$ cat src/rtl/mprj_trace_pkg.sv
// rtl/mprj_trace_pkg.sv - shared types, constants and helpers for the GPIO trace block
package mprj_trace_pkg;

    localparam int DEF_WIDTH    = 8;
    localparam int DEF_TS_WIDTH = 16;
    localparam int DROP_W       = 8;

    typedef struct packed {
        logic [DEF_WIDTH-1:0]    value;
        logic [DEF_TS_WIDTH-1:0] delta;
    } trace_entry_t;

    function automatic logic [DROP_W-1:0] sat_inc(input logic [DROP_W-1:0] v);
        return (&v) ? v : v + DROP_W'(1);
    endfunction

endpackage

$ cat src/rtl/mprj_io_tracer_if.sv
// rtl/mprj_io_tracer_if.sv - trace entry drain port (valid/ready with value and delta-time)
interface mprj_io_tracer_if #(
    parameter int WIDTH    = 8,
    parameter int TS_WIDTH = 16
);
    logic                out_valid;
    logic                out_ready;
    logic [WIDTH-1:0]    out_data;
    logic [TS_WIDTH-1:0] out_delta;

    modport master (output out_valid, out_data, out_delta, input out_ready);
    modport slave  (input out_valid, out_data, out_delta, output out_ready);
endinterface

$ cat src/rtl/mprj_trace_fifo.sv
// rtl/mprj_trace_fifo.sv - synchronous trace FIFO with clear, level and registered head entry
module mprj_trace_fifo
    import mprj_trace_pkg::*;
#(
    parameter int WIDTH    = DEF_WIDTH,
    parameter int TS_WIDTH = DEF_TS_WIDTH,
    parameter int DEPTH    = 16
) (
    input  logic                     clk,
    input  logic                     resetb,
    input  logic                     clear,
    input  logic                     push,
    input  logic [WIDTH-1:0]         push_data,
    input  logic [TS_WIDTH-1:0]      push_delta,
    input  logic                     pop,
    output logic [WIDTH-1:0]         head_data,
    output logic [TS_WIDTH-1:0]      head_delta,
    output logic [$clog2(DEPTH):0]   level
);
    localparam int AW = $clog2(DEPTH);
    localparam int LW = AW + 1;
    localparam int EW = WIDTH + TS_WIDTH;

    logic [EW-1:0] mem [DEPTH];
    logic [AW-1:0] wr_ptr, rd_ptr, rd_next;
    logic [LW-1:0] level_next;
    logic [EW-1:0] head_next;
    logic          bypass;

    assign rd_next = rd_ptr + AW'(pop);
    // A push landing on the slot that becomes head must skip the memory read.
    assign bypass    = push && (wr_ptr == rd_next);
    assign head_next = bypass ? {push_data, push_delta} : mem[rd_next];

    always_comb begin
        level_next = level;
        case ({push, pop})
            2'b10:   level_next = level + LW'(1);
            2'b01:   level_next = level - LW'(1);
            default: level_next = level;
        endcase
    end

    always_ff @(posedge clk) begin
        if (push && !clear)
            mem[wr_ptr] <= {push_data, push_delta};
    end

    always_ff @(posedge clk or negedge resetb) begin
        if (!resetb) begin
            wr_ptr     <= '0;
            rd_ptr     <= '0;
            level      <= '0;
            head_data  <= '0;
            head_delta <= '0;
        end else if (clear) begin
            wr_ptr     <= '0;
            rd_ptr     <= '0;
            level      <= '0;
            head_data  <= '0;
            head_delta <= '0;
        end else begin
            wr_ptr <= wr_ptr + AW'(push);
            rd_ptr <= rd_next;
            level  <= level_next;
            if (push || pop)
                {head_data, head_delta} <= head_next;
        end
    end

endmodule

$ cat src/rtl/mprj_io_tracer.sv
// rtl/mprj_io_tracer.sv - GPIO change tracer with delta-time FIFO; optional arm trigger via TRACE_TRIGGER_EN
module mprj_io_tracer
    import mprj_trace_pkg::*;
#(
    parameter int WIDTH    = 8,
    parameter int DEPTH    = 16,
    parameter int TS_WIDTH = 16
) (
    input  logic                   clk,
    input  logic                   resetb,
    input  logic                   enable,
    input  logic                   clear,
    input  logic [WIDTH-1:0]       io_in,
    input  logic [WIDTH-1:0]       io_mask,
    input  logic [WIDTH-1:0]       trig_mask,
    input  logic [WIDTH-1:0]       trig_value,
    mprj_io_tracer_if.master       trace,
    output logic [$clog2(DEPTH):0] level,
    output logic                   overflow,
    output logic [DROP_W-1:0]      drop_count
);
    localparam int LW = $clog2(DEPTH) + 1;

    logic [WIDTH-1:0]    s1, s2, prev;
    logic                enable_q, en_rise;
    logic                armed_now, change, evt, pop, full, push, drop;
    logic [TS_WIDTH-1:0] delta_cnt, cnt_inc, wr_delta;

    always_ff @(posedge clk or negedge resetb) begin
        if (!resetb) begin
            s1       <= '0;
            s2       <= '0;
            prev     <= '0;
            enable_q <= 1'b0;
        end else begin
            s1       <= io_in;
            s2       <= s1;
            prev     <= s2;
            enable_q <= enable;
        end
    end

`ifdef TRACE_TRIGGER_EN
    logic armed, arm_hit;
    assign arm_hit   = ((s2 & trig_mask) == trig_value);
    // The arming cycle's own event counts, hence the combinational OR.
    assign armed_now = enable && (armed || arm_hit);

    always_ff @(posedge clk or negedge resetb) begin
        if (!resetb)
            armed <= 1'b0;
        else if (clear || !enable)
            armed <= 1'b0;
        else if (arm_hit)
            armed <= 1'b1;
    end
`else
    logic unused_trig;
    assign unused_trig = ^{trig_mask, trig_value};
    assign armed_now   = enable;
`endif

    assign en_rise  = enable && !enable_q;
    assign change   = |((s2 ^ prev) & io_mask);
    assign evt      = armed_now && change && !clear;
    assign pop      = trace.out_valid && trace.out_ready;
    assign full     = (level == LW'(DEPTH));
    assign push     = evt && (!full || pop);
    assign drop     = evt && full && !pop;

    // Stored delta counts the write cycle itself, so it equals edges since the previous write.
    assign cnt_inc  = (&delta_cnt) ? delta_cnt : delta_cnt + TS_WIDTH'(1);
    assign wr_delta = en_rise ? '0 : cnt_inc;

    always_ff @(posedge clk or negedge resetb) begin
        if (!resetb) begin
            delta_cnt  <= '0;
            overflow   <= 1'b0;
            drop_count <= '0;
        end else if (clear) begin
            delta_cnt  <= '0;
            overflow   <= 1'b0;
            drop_count <= '0;
        end else begin
            if (en_rise || push)
                delta_cnt <= '0;
            else if (enable)
                delta_cnt <= cnt_inc;
            if (drop) begin
                overflow   <= 1'b1;
                drop_count <= sat_inc(drop_count);
            end
        end
    end

    mprj_trace_fifo #(
        .WIDTH    (WIDTH),
        .TS_WIDTH (TS_WIDTH),
        .DEPTH    (DEPTH)
    ) u_fifo (
        .clk        (clk),
        .resetb     (resetb),
        .clear      (clear),
        .push       (push),
        .push_data  (s2),
        .push_delta (wr_delta),
        .pop        (pop),
        .head_data  (trace.out_data),
        .head_delta (trace.out_delta),
        .level      (level)
    );

    assign trace.out_valid = (level != '0);

endmodule
$ cat src/flat_wrapper.sv
// flat-port wrapper written by rule: the top's interface ports become plain ports
module mprj_io_tracer_flat import mprj_trace_pkg::*;
#(
    parameter int WIDTH    = 8,
    parameter int DEPTH    = 16,
    parameter int TS_WIDTH = 16
)
  (clk, resetb, enable, clear, io_in, io_mask, trig_mask, trig_value, level, overflow, drop_count, trace_out_valid, trace_out_data, trace_out_delta, trace_out_ready);
  mprj_io_tracer_if #(.WIDTH(WIDTH), .TS_WIDTH(TS_WIDTH)) trace_i ();
  input  logic clk;
  input  logic resetb;
  input  logic enable;
  input  logic clear;
  input  logic [WIDTH-1:0] io_in;
  input  logic [WIDTH-1:0] io_mask;
  input  logic [WIDTH-1:0] trig_mask;
  input  logic [WIDTH-1:0] trig_value;
  output logic [$clog2(DEPTH):0] level;
  output logic overflow;
  output logic [DROP_W-1:0] drop_count;
  output wire logic [$bits(trace_i.out_valid)-1:0] trace_out_valid;
  output wire logic [$bits(trace_i.out_data)-1:0] trace_out_data;
  output wire logic [$bits(trace_i.out_delta)-1:0] trace_out_delta;
  input wire logic [$bits(trace_i.out_ready)-1:0] trace_out_ready;
  assign trace_out_valid = trace_i.out_valid;
  assign trace_out_data = trace_i.out_data;
  assign trace_out_delta = trace_i.out_delta;
  assign trace_i.out_ready = trace_out_ready;
  mprj_io_tracer #(.WIDTH(WIDTH), .DEPTH(DEPTH), .TS_WIDTH(TS_WIDTH)) u_core (.clk(clk), .resetb(resetb), .enable(enable), .clear(clear), .io_in(io_in), .io_mask(io_mask), .trig_mask(trig_mask), .trig_value(trig_value), .trace(trace_i), .level(level), .overflow(overflow), .drop_count(drop_count));
endmodule
$ cat config.mk
export PLATFORM = sky130hd
export DESIGN_NAME = mprj_io_tracer_flat
export DESIGN_NICKNAME = d
export VERILOG_FILES = /design/src/rtl/mprj_trace_pkg.sv /design/src/rtl/mprj_io_tracer_if.sv /design/src/rtl/mprj_trace_fifo.sv /design/src/rtl/mprj_io_tracer.sv /design/src/flat_wrapper.sv
export SDC_FILE = /design/constraint.sdc
export NUM_CORES = 1
export LEC_CHECK = 0
export ABC_AREA = 1
export CAP_MARGIN = 30
export CORE_ASPECT_RATIO = 0.6
export CORE_MARGIN = 3
export CORE_UTILIZATION = 60
export DETAILED_ROUTE_END_ITERATION = 6
export HOLD_SLACK_MARGIN = 0.12
export PLACE_DENSITY = 0.79
export RECOVER_POWER = 25
export SLEW_MARGIN = 20
export SYNTH_ARGS = -nofsm -noshare
export SYNTH_HDL_FRONTEND = slang
export SYNTH_SLANG_ARGS = --single-unit
$ cat constraint.sdc
create_clock -name clk -period 3.5 [get_ports clk]
set_input_delay 0.7 -clock clk [delete_from_list [all_inputs] [get_ports clk]]
set_output_delay 0.7 -clock clk [all_outputs]
set_load 0.01 [all_outputs]
==> results.cfg <==
[worst_setup_path]
cp.required_ns = 3.95
crit_path_cell_trace = nor2_1 -> nand3_1 -> inv_1 -> nand2_1 -> nand2_1 -> inv_2 -> ha_4 -> nand3_2 -> xor2_2 -> clkbuf_1 -> nand3_1 -> nand2_1 -> nand2_1 -> nand3_1 -> nand2_1
critPathKind = reg -> reg
max_stage_delay_ns = 0.93
critical_path_arrival_ns = 3.60
start_kind = flip-flop
cp_slowest_cell = clkbuf_1
cp-end-kind = flip-flop
cpMostUsedCell = nand2_1
critical_path.max_fanout = 15

[run]
maxCapViolations = 1

[cts]
numCtsBuffers = 41
numClockSinks = 471
post_cts_buffers = 0
path_clk_slew_ns = 0.07
cts_resized = 0
clockBufferDepth = 3
clock_latency_ns = 0.56
root_buffer = clkbuf_16
cts_tree = yes
cts_hold_buf = 0
htree_levels = 2

[place]
port_buffers = 59
pre_cts_ws_ns = 0.247
finalWeightedCongestion = 0.901
hpwlAfterDp_um = 29500

[run_status]
status = complete, but fails checks
violations = DRC, capacitance limit, slew limit

[sta]
fmax_mhz = 317
skew_ns = 0.0232
slew_violations = 39
fin_crit_sh = 0.902
final-hold-violation-count = 0
period_needed_ns = 3.16
worst_pin_slew_ns = 2.14
whs_ns = 0.351
timing.setup.tns_ns = 0
setup_ws_ns = 0.345
finalSetupViolCount = 0
max-slew-margin-rel = -0.427
rsz0062_at_grt = no

[die]
core-area_um2 = 31700
io_pins = 76
dieHeight_um = 146
placementRows = 50
start_util = 0.618
die_area_um2 = 34900
fp.dieW_um = 239

[power]
pwr_density_cell_nw_per_um2 = 774
p_switching_w = 0.00632
vdd_drop_max_mv = 0.811
power.share.clock = 0.259
p_int_w = 0.0109
power_frac_comb = 0.372
sw_frac_of_total = 0.367
power_leakage_nw = 8.62
power_frac_seq = 0.369

[routing]
wire_per_inst_um = 21.8
final_antenna_net_count = 0
vias = 13700
drc = 11
first_iter_violations = 2052
first_pass_iters = 7
viasPerCell = 6.08
wl_um = 49300

[logic_synthesis]
yosysWarnings = 0
synth_area_um2 = 19600
synth_edf_count = 384
yosysSeqAreaShare = 0.700
syn_inst = 1739
async_reset_ff_frac = 0.185
synth_ff_type = edfxtp_1
syn_nets = 1786
yosysUniqueCellTypes = 38
avgSynthCellArea_um2 = 11.3
ys_ff_latch = 471

[min_path]
hp-class = reg -> reg

[global_route]
grt_pass1_wl_um = 76100
met2_usage = 0.422
grt_max_degree = 107
grt_pass1_vias = 13100
antenna_found_initial = 0
track_usage = 0.285
grt.met1_usage = 0.429
top_usage_layer = met1
met3_usage = 0.0572
grt_overflow = 0

[finish]
num-fill-cells = 2088
regArea_um2 = 13700
layout_common_cells = 398 x nand2_1, 384 x edfxtp_1, 179 x nor2_1
final_nets = 1864
n_antenna_cell = 0
multiInputGateArea_um2 = 5140
final_common_cell = nand2_1
drive_above_1_share = 0.0931
syn2layout_area_growth_pct = 13.6
post-route-util = 0.703
==> layer usage <==
metal,share of wire,routed length [um],vias to the layer above
met5,0,0,-
met2,0.45,22000,891
met4,0.029,1440,0
met1,0.41,20000,6528
met3,0.12,5850,119
li1,-,-,6210
==> flip-flops by register name (all words and copies together) (netlist names) <==
name and flops:
u_core.u_fifo.rd_ptr 4, u_core.u_fifo.wr_ptr 4, u_core.u_fifo.head_data 8, u_core.u_fifo.level 5
u_core.u_fifo.mem 384, u_core.s1 8, u_core.prev 8, u_core.s2 8
u_core.delta_cnt 16, u_core.drop_count 8, u_core.u_fifo.head_delta 16, u_core.overflow 1
u_core.enable_q 1
==> synth_stat cells, drive strengths merged, types with 11 or more instances <==
cell type	n	area [um^2]
buf	63	358
clkbuf	30	113
dfrtp	87	2180
edfxtp	384	11500
inv	81	304
nand2	403	1530
nand3	181	928
nor2	199	767
nor3	11	65.1
o21ai	173	866
o22ai	79	494
xor2	15	139
==> through the flow <==
step	instances	instance area [um^2]	total power, W
after global placement	2189	21000	0.0125
after detailed placement	2190	21000	0.0127
after floorplan	1739	19600	0.0110
after global routing	2263	22200	0.0182
after CTS	2263	22300	0.0172
final	2263	22200	0.0172
==> power by group through the flow <==
stage	Sequential [W]	Clock, W	Combinational (W)
floorplan	0.00650	0	0.00450
global placement	0.00647	0	0.00607
detailed placement	0.00647	0	0.00628
CTS	0.00636	0.00450	0.00636
global route	0.00637	0.00473	0.00710
finish	0.00635	0.00446	0.00641
==> cell type report <==
class | count | share of cell area
clock buffers | 58 | 0.0517
clock inverters | 15 | 0.00675
inverters | 82 | 0.0140
multi-input cells | 1093 | 0.231
flip-flops and latches | 471 | 0.616
well taps | 416 | 0.0234
repair buffers | 128 | 0.0568
==> worst max-delay path: cells and delay by family (launching register included) <==
family | cells | cell delay [ns]
xor gates and xnor gates | 1 | 0.22
adders and majority gates | 1 | 0.17
buffers and inverters | 3 | 1.09
DFF | 1 | 0.43
and+or+nand+nor | 10 | 1.12
==> path summary, 6_finish.rpt <==
| kind | start | end | slack (ns) | depth (start not counted) |
|---|---|---|---|---|
| max in group asynchronous | resetb | u_core.prev[3] | 0.72 | 3 |
| max | u_core.u_fifo.level[1] | u_core.u_fifo.head_delta[0] | 0.34 | 15 |
| min | u_core.s1[7] | u_core.s2[7] | 0.35 | 0 |
| min reg2reg | u_core.s1[7] | u_core.s2[7] | 0.35 | 0 |
| min in group asynchronous | resetb | u_core.u_fifo.level[0] | 0.75 | 1 |
| max reg2reg | u_core.u_fifo.level[1] | u_core.u_fifo.head_delta[0] | 0.34 | 15 |
==> logic make-up (layout without fill, tap and decap cells) <==
| family | count (synthesis) | count (layout) | share of synthesized area |
|---|---|---|---|
| flops | 471 | 471 | 0.700 |
| simple gates | 803 | 803 | 0.171 |
| compound gates | 261 | 261 | 0.0726 |
| xor+xnor | 19 | 19 | 0.00927 |
| buf+inv | 175 | 283 | 0.0398 |
| fa+ha+maj | 10 | 10 | 0.00678 |
(Power assumes the default switching activity.)
